### src/rtl/epoch_sequencer_if.sv
// rtl/epoch_sequencer_if.sv - request/completion handshake between sequencer and phase controller
interface epoch_sequencer_if #(
  parameter int ADDR_W = 8
);
  logic              TR;
  logic              VL;
  logic              S_Train;
  logic              S_Error;
  logic              miss_in;
  logic [ADDR_W-1:0] sample_addr;

  modport master (output TR, VL, sample_addr, input S_Train, S_Error, miss_in);
  modport slave  (input TR, VL, sample_addr, output S_Train, S_Error, miss_in);
endinterface

### src/rtl/epoch_sequencer.sv
// rtl/epoch_sequencer.sv - walks training then validation samples per epoch,
// counts validation misses and guards each outstanding request with a watchdog
module epoch_sequencer #(
  parameter int N_TRAIN = 16,
  parameter int N_VAL   = 4,
  parameter int N_EPOCH = 8,
  parameter int ADDR_W  = 8,
  parameter int EPOCH_W = 8,
  parameter int CNT_W   = 8,
  parameter int TIMEOUT = 127,
  parameter int WD_W    = 7
) (
  input  logic               clk,
  input  logic               rst,
  input  logic               start,
  input  logic               abort,
  epoch_sequencer_if.master  bus,
  output logic [EPOCH_W-1:0] epoch,
  output logic [CNT_W-1:0]   epoch_miss,
  output logic               busy,
  output logic               done,
  output logic               timeout_err
);

  typedef enum logic [2:0] {
    IDLE, TR_ISSUE, TR_WAIT, VL_ISSUE, VL_WAIT, EPOCH_END, DONE, FAULT
  } state_t;

  state_t             state_q, state_d;
  logic [ADDR_W-1:0]  addr_d;
  logic [EPOCH_W-1:0] epoch_d;
  logic [CNT_W-1:0]   run_q, run_d, emiss_d;
  logic [WD_W-1:0]    wd_q, wd_d;
  logic               done_d, terr_d;
  logic               active;
  logic               wd_expire;

  assign active    = (state_q != IDLE) && (state_q != FAULT);
  assign wd_expire = (wd_q == WD_W'(TIMEOUT - 1));

  always_comb begin
    state_d = state_q;
    addr_d  = bus.sample_addr;
    epoch_d = epoch;
    run_d   = run_q;
    emiss_d = epoch_miss;
    wd_d    = wd_q;
    done_d  = done;
    terr_d  = timeout_err;
    // abort freezes every counter and drops the outstanding request
    if (abort && active) begin
      state_d = IDLE;
    end else begin
      unique case (state_q)
        IDLE: if (start) begin
          state_d = TR_ISSUE;
          addr_d  = '0;
          epoch_d = '0;
          run_d   = '0;
          emiss_d = '0;
          done_d  = 1'b0;
          terr_d  = 1'b0;
        end
        TR_ISSUE: begin
          wd_d    = '0;
          state_d = TR_WAIT;
        end
        TR_WAIT: begin
          wd_d = wd_q + 1'b1;
          if (bus.S_Train) begin
            if (bus.sample_addr == ADDR_W'(N_TRAIN - 1)) begin
              addr_d  = '0;
              state_d = (N_VAL == 0) ? EPOCH_END : VL_ISSUE;
            end else begin
              addr_d  = bus.sample_addr + 1'b1;
              state_d = TR_ISSUE;
            end
          end else if (wd_expire) begin
            state_d = FAULT;
            terr_d  = 1'b1;
          end
        end
        VL_ISSUE: begin
          wd_d    = '0;
          state_d = VL_WAIT;
        end
        VL_WAIT: begin
          wd_d = wd_q + 1'b1;
          if (bus.S_Error) begin
            run_d = (run_q == '1) ? run_q : run_q + CNT_W'(bus.miss_in);
            if (bus.sample_addr == ADDR_W'(N_VAL - 1)) begin
              addr_d  = '0;
              state_d = EPOCH_END;
            end else begin
              addr_d  = bus.sample_addr + 1'b1;
              state_d = VL_ISSUE;
            end
          end else if (wd_expire) begin
            state_d = FAULT;
            terr_d  = 1'b1;
          end
        end
        EPOCH_END: begin
          emiss_d = run_q;
          run_d   = '0;
          if (epoch == EPOCH_W'(N_EPOCH - 1)) begin
            state_d = DONE;
          end else begin
            epoch_d = epoch + 1'b1;
            state_d = TR_ISSUE;
          end
        end
        DONE: begin
          done_d  = 1'b1;
          state_d = IDLE;
        end
        FAULT: state_d = FAULT;
        default: state_d = IDLE;
      endcase
    end
  end

  always_ff @(posedge clk) begin
    if (rst) begin
      state_q         <= IDLE;
      bus.TR          <= 1'b0;
      bus.VL          <= 1'b0;
      bus.sample_addr <= '0;
      epoch           <= '0;
      epoch_miss      <= '0;
      run_q           <= '0;
      wd_q            <= '0;
      busy            <= 1'b0;
      done            <= 1'b0;
      timeout_err     <= 1'b0;
    end else begin
      state_q         <= state_d;
      bus.TR          <= (state_d == TR_ISSUE);
      bus.VL          <= (state_d == VL_ISSUE);
      bus.sample_addr <= addr_d;
      epoch           <= epoch_d;
      epoch_miss      <= emiss_d;
      run_q           <= run_d;
      wd_q            <= wd_d;
      busy            <= (state_d != IDLE) && (state_d != FAULT);
      done            <= done_d;
      timeout_err     <= terr_d;
    end
  end

endmodule

### src/flat_wrapper.sv
// flat-port wrapper written by rule: the top's interface ports become plain ports
module epoch_sequencer_flat 
#(
  parameter int N_TRAIN = 16,
  parameter int N_VAL   = 4,
  parameter int N_EPOCH = 8,
  parameter int ADDR_W  = 8,
  parameter int EPOCH_W = 8,
  parameter int CNT_W   = 8,
  parameter int TIMEOUT = 127,
  parameter int WD_W    = 7
)
  (clk, rst, start, abort, epoch, epoch_miss, busy, done, timeout_err, bus_TR, bus_VL, bus_sample_addr, bus_S_Train, bus_S_Error, bus_miss_in);
  epoch_sequencer_if #(.ADDR_W(ADDR_W)) bus_i ();
  input  logic clk;
  input  logic rst;
  input  logic start;
  input  logic abort;
  output logic [EPOCH_W-1:0] epoch;
  output logic [CNT_W-1:0] epoch_miss;
  output logic busy;
  output logic done;
  output logic timeout_err;
  output wire logic [$bits(bus_i.TR)-1:0] bus_TR;
  output wire logic [$bits(bus_i.VL)-1:0] bus_VL;
  output wire logic [$bits(bus_i.sample_addr)-1:0] bus_sample_addr;
  input wire logic [$bits(bus_i.S_Train)-1:0] bus_S_Train;
  input wire logic [$bits(bus_i.S_Error)-1:0] bus_S_Error;
  input wire logic [$bits(bus_i.miss_in)-1:0] bus_miss_in;
  assign bus_TR = bus_i.TR;
  assign bus_VL = bus_i.VL;
  assign bus_sample_addr = bus_i.sample_addr;
  assign bus_i.S_Train = bus_S_Train;
  assign bus_i.S_Error = bus_S_Error;
  assign bus_i.miss_in = bus_miss_in;
  epoch_sequencer #(.N_TRAIN(N_TRAIN), .N_VAL(N_VAL), .N_EPOCH(N_EPOCH), .ADDR_W(ADDR_W), .EPOCH_W(EPOCH_W), .CNT_W(CNT_W), .TIMEOUT(TIMEOUT), .WD_W(WD_W)) u_core (.clk(clk), .rst(rst), .start(start), .abort(abort), .bus(bus_i), .epoch(epoch), .epoch_miss(epoch_miss), .busy(busy), .done(done), .timeout_err(timeout_err));
endmodule
### config.mk
export PLATFORM = sky130hd
export DESIGN_NAME = epoch_sequencer_flat
export DESIGN_NICKNAME = d
export VERILOG_FILES = /design/src/rtl/epoch_sequencer_if.sv /design/src/rtl/epoch_sequencer.sv /design/src/flat_wrapper.sv
export SDC_FILE = /design/constraint.sdc
export NUM_CORES = 1
export LEC_CHECK = 0
export BUFFER_PORTS_ARGS = -buffer_cell sky130_fd_sc_hd__buf_2
export CORE_MARGIN = 1.5
export CORE_UTILIZATION = 55
export CTS_BUF_LIST = sky130_fd_sc_hd__clkbuf_4 sky130_fd_sc_hd__clkbuf_8
export CTS_CLUSTER_SIZE = 24
export DETAILED_ROUTE_END_ITERATION = 12
export GPL_ROUTABILITY_DRIVEN = 0
export PLACE_DENSITY = 0.86
export SLEW_MARGIN = 20
export SYNTH_ARGS = -nofsm -noshare
export SYNTH_HDL_FRONTEND = slang
export SYNTH_SLANG_ARGS = --single-unit
### constraint.sdc
create_clock -name clk -period 2.9 [get_ports clk]
set_input_delay 0.29 -clock clk [delete_from_list [all_inputs] [get_ports clk]]
set_output_delay 0.29 -clock clk [all_outputs]
set_load 0.01 [all_outputs]
### After elaboration in Yosys (flattened, before gate mapping)

Cells that the tools add are included.

* add/sub/neg operators: 4
* equality and inequality tests: 23
* multiplexer cells: 28
* bitwise gates (word level): 1
* reductions and logical operators: 20

Operators by type and width (count)
* two-way mux 8 bit: 8
* case mux 8 bit (3 select lines): 2
* case mux 8 bit (2 select lines): 2
* case mux 3 bit (8 select lines): 1
* two-way mux 3 bit: 7
* adder 8 x 1 -> 8 bit (second input constant): 2
* AND reduction 5 bit: 3
* inequality test 2 bit (second input constant): 7
* case mux 7 bit (2 select lines): 1
* == test 3 bit (second input constant): 4
* nonzero test 3 bit: 4
* == test 3 x 2 -> 1 bit (second input constant): 3
* adder 8 x 1 -> 8 bit: 1
* == test 8 x 2 -> 1 bit (second input constant): 1
* == test 8 x 3 -> 1 bit (second input constant): 1
* == test 8 x 4 -> 1 bit (second input constant): 1
* == test 8 bit (second input constant): 1
* adder 7 x 1 -> 7 bit (second input constant): 1
* == test 7 bit (second input constant): 1
* == test 3 x 1 -> 1 bit (second input constant): 2
* inequality test 3 bit (second input constant): 2
* AND reduction 3 bit: 2
* nonzero test 2 bit: 3
* two-way mux 1 bit: 4
* other kinds (9): 12

* flip-flop bits (word level): 47
* output and inout bits: 29

### Depth between registers and ports, before layout

* depth in word-level cells: 7
* mapped depth: 8
* mapped depth without buffers: 7

### Least setup slack after synthesis

No wires, ideal clock.

* path type: register to register
* start: register u_core.state_q[1]
* end: register u_core.run_q[4]
* data arrival time: 1.936 ns
* data required time: 2.841 ns
* path slack: 0.905 ns
* cell stages (with the launch flop): 9
* buffers on the path: 3
* cell sequence: dfxtp_1 buf_6 or3b_1 buf_2 or3_4 and4_4 buf_6 a311oi_1 a41o_1

* cells in the longest elaborated chain, start to end: 5
* elaborated cells on any way between the ends: 14

Ends and longest elaborated chain
* start, declared: line epoch_sequencer.sv:29 `state_t state_q, state_d;`
* start signal, assigned: line epoch_sequencer.sv:137 `state_q <= state_d;`
* inequality test 3 bit or nonzero test 3 bit (tied branches): line epoch_sequencer.sv:38 `assign active = (state_q != IDLE) && (state_q != FAULT);`
* logical AND 1 bit: line epoch_sequencer.sv:38
* logical AND 1 bit: line epoch_sequencer.sv:51 `if (abort && active) begin`
* inverter 1 bit (no source line)
* AND reduction 5 bit (no source line)
* end signal, assigned: line epoch_sequencer.sv:143 `run_q <= run_d;`
* end, declared: line epoch_sequencer.sv:32 `logic [CNT_W-1:0] run_q, run_d, emiss_d;`

Several ways; a longest one is shown, not always the timed one.
A chain may end at the register's enable or synchronous reset.

### Worst setup path after layout

* start: register u_core.state_q[1]
* end: register u_core.busy

* cells in the longest elaborated chain, start to end: 6
* elaborated cells on any way between the ends: 21

Ends and longest elaborated chain
* two-way mux 3 bit, or another cell as far along: line epoch_sequencer.sv:78, epoch_sequencer.sv:98
* two-way mux 3 bit, or another cell as far along: line epoch_sequencer.sv:89 `if (bus.S_Error) begin`
* case mux 3 bit (8 select lines) or logical AND 1 bit (tied branches): line epoch_sequencer.sv:54, epoch_sequencer.sv:51
* two-way mux 3 bit *: line epoch_sequencer.sv:51
* inequality test 3 bit or nonzero test 3 bit (tied branches): line epoch_sequencer.sv:145 `busy <= (state_d != IDLE) && (state_d != FAULT);`
* logical AND 1 bit *: line epoch_sequencer.sv:145
* end signal, assigned: line epoch_sequencer.sv:145
* end, declared: line epoch_sequencer.sv:20 `output logic busy,`

Mark *: on every way between the ends. The rest lies on a longest branch, timed or not.

==> flow_summary.toml <==
[worst_setup_path]
crit_path_cell_trace = "inv_1, o22a_1, a2111oi_1, o21ai_0, o2bb2ai_1"
rr_startpoint = "u_core.state_q[1]"
r2r_slack_ns = 0.48
r2r_cells = 5
cp_data_arrival_time_ns = 2.66
critPathKind = "reg2reg"
end_kind = "register"
critPathLaunchType = "register"
worstPathRequired_ns = 3.14
cp_max_fo = 27
slowest_delay_ns = 0.85
cpMaxStageDelayCell = "dfxtp_1"
r2r-end = "u_core.busy"
crit_family = "compound AO/OA/AOI/OAI gates"
crit_buf_inv = 1
cp.depth = 5

[yosys]
synth_area_leader_cell = "dfxtp_1"
synthTopCellsByCount = "dfxtp_1, nor2_1, a21oi_1, xnor2_1, nand2_1"
syn_area_per_cell_um2 = 8.45
syn_nets = 305
netlist_instances = 292
ys.flop_type = "dfxtp_1"
async_flop_share_pct = 0
synth_top_area_share_pct = 38.1
post-synth-top-count-cell = "dfxtp_1"
synth.distinct_cells = 58
ys_warn_count = 0
ys_seq_area_share_pct = 38.1
synth_area_leaders = "dfxtp_1, nor2_1, xnor2_1"
netlist_area_um2 = 2470
synth-seq-cells = 47
synth_edf_count = 0

[layout]
nets = 334
drive_above_1_share_pct = 16.8
fin_util_pct = 63.3
fin_cells = 374
n_antenna_cell = 0
area_delta_synth_final_pct = 10.9

[sta]
finalSetupViolCount = 0
whs_ns = 0.360
skew_ns = 0.00698
slew_headroom_pct = 40.6
slew_viol_final = 0
finalCritPeriodShare_pct = 83.5
hold_violations = 0
max_slew.worst_pin.slew_ns = 0.876
rsz0062_at_grt = "false"
setup-tns-final_ns = 0
period_minus_slack_ns = 2.42
max_freq_ghz = 0.413

[grt]
grtUsageMet2_pct = 36.0
grt_max_degree = 28
use_met3_pct = 4.04
grt_pass1_wl_um = 9100
gr-total-overflow = 0
grt-busiest-layer = "met2"
first_global_vias = 1985
track_usage_pct = 22.9
met1_usage_pct = 30.9
antenna_found_initial = 0

[drt]
drt_pre_antenna_iters = 4
drt-initial-drc-count = 162
drt_drc_violations_left = 0
vias = 2262
wire_per_inst_um = 14.6
drt-total-wl_um = 5470
detail-route-antenna-nets = 0
via_per_inst = 6.05

[die]
num_rows = 24
io_pins = 36
fp.dieW_um = 70.0
start_util_pct = 57.1
die-area_um2 = 4900
die_h_um = 70.0
core-area_um2 = 4320

[place]
hpwl_um = 3820
io_buffers = 35
dp.cells = 366

[clock_network]
cts_resized = 0
cts_num_sinks = 47
cts_tree = "yes"
clk_latency_ns = 0.31
cts_buffers = 5
post_cts_buffers = 0
cts.htree.levels = 2
clk_pin_slew_ns = 0.08
cts_buffer_depth = 2
clockRootBuffer = "clkbuf_8"
ctsHoldBuffers = 0

[hold_path]
hold_class = "in2reg"
hold_path.startpoint = "bus_miss_in"
holdPathStages = 4
whs_endpoint = "u_core.run_q[0]"

[pwr]
total_power_uw = 1210
leakage_uw = 0.00106
peakVddDrop_uv = 275
cellPowerDensity_nw_per_um2 = 441

[flow_run]
cap_violations = 0

[status]
outcome = "finished clean"
==> state kept, by name (all words and copies together), names as in the netlist, 3 cells and up <==
| name | count |
|---|---|
| u_core.state_q | 3 |
| u_core.run_q | 8 |
| u_core.epoch_miss | 8 |
| u_core.wd_q | 7 |
| u_core.bus.sample_addr | 8 |
| u_core.epoch | 8 |
==> per-stage QoR <==
stage	setup WS [ns]	cell area, um^2
after floorplan	0.905	2470
after global placement	0.706	2650
after detailed placement	0.594	2650
after CTS	0.564	2740
after global routing	0.198	2740
final	0.479	2740
==> cell families (layout without fill, tap and decap cells) <==
logic type,after synthesis,after routing,synth area share (%)
muxes,4,4,1.62
DFF,47,47,38.1
and+or+nand+nor,120,120,26.2
buffers and inverters,25,55,4.56
xor gates and xnor gates,19,19,6.74
AOI/OAI and AO/OA,71,71,19.7
adders and majority gates,6,6,3.04
==> tightest hold or removal path: cells and delay by family <==
kind | cells | cell delay, ns
buffers and inverters | 1 | 0.08
muxes | 1 | 0.06
and+or+nand+nor | 1 | 0.07
adders and majority gates | 1 | 0.12
==> worst max-delay path by stage <==
stage	from	to	slack, ns
2_1_floorplan	u_core.state_q[1]	u_core.run_q[4]	0.90
3_3_place_gp	u_core.state_q[0]	u_core.busy	0.71
3_5_place_dp	u_core.state_q[1]	u_core.busy	0.59
4_1_cts	u_core.state_q[1]	u_core.busy	0.56
5_1_grt	u_core.state_q[1]	u_core.busy	0.20
6_report	u_core.state_q[1]	u_core.busy	0.48
==> area by class of cell <==
type | count | area [um^2]
fill | 386 | 1590
sequential | 47 | 941
clock buffer | 7 | 83.8
clock inverter | 1 | 5.00
timing repair buffer | 37 | 190
tap | 52 | 65.1
multi-input combinational | 220 | 1410
inverter | 10 | 37.5
==> power by group <==
group / leakage [uW] / switching, uW / internal, uW
logic: 0.000632 / 80.1 / 46.9
clock network: 0.0000491 / 213 / 188
registers: 0.000380 / 21.4 / 656
==> placed cells by master, fill, tap and decap left out, types with 5 or more instances in the layout <==
cell	netlist	final
nor2_1	43	43
clkbuf_8	0	5
a211oi_1	5	5
a22oi_1	9	9
nand3_1	7	7
dfxtp_1	47	47
nor2b_1	6	6
ha_1	6	6
xnor2_1	14	14
xor2_1	5	5
and3_1	9	9
buf_2	3	35
nand4_1	9	9
a21oi_1	14	14
inv_1	10	10
nor4_1	6	6
nand2_1	13	13
o21ai_0	12	12
==> layer usage <==
layer  wire length, um  vias up
met1              2600     1066
met3               288        8
met5                 0        -
met2              2490       65
met4                87        0
li1                  -     1123
No activity file was read; power rests on OpenSTA's default activity.
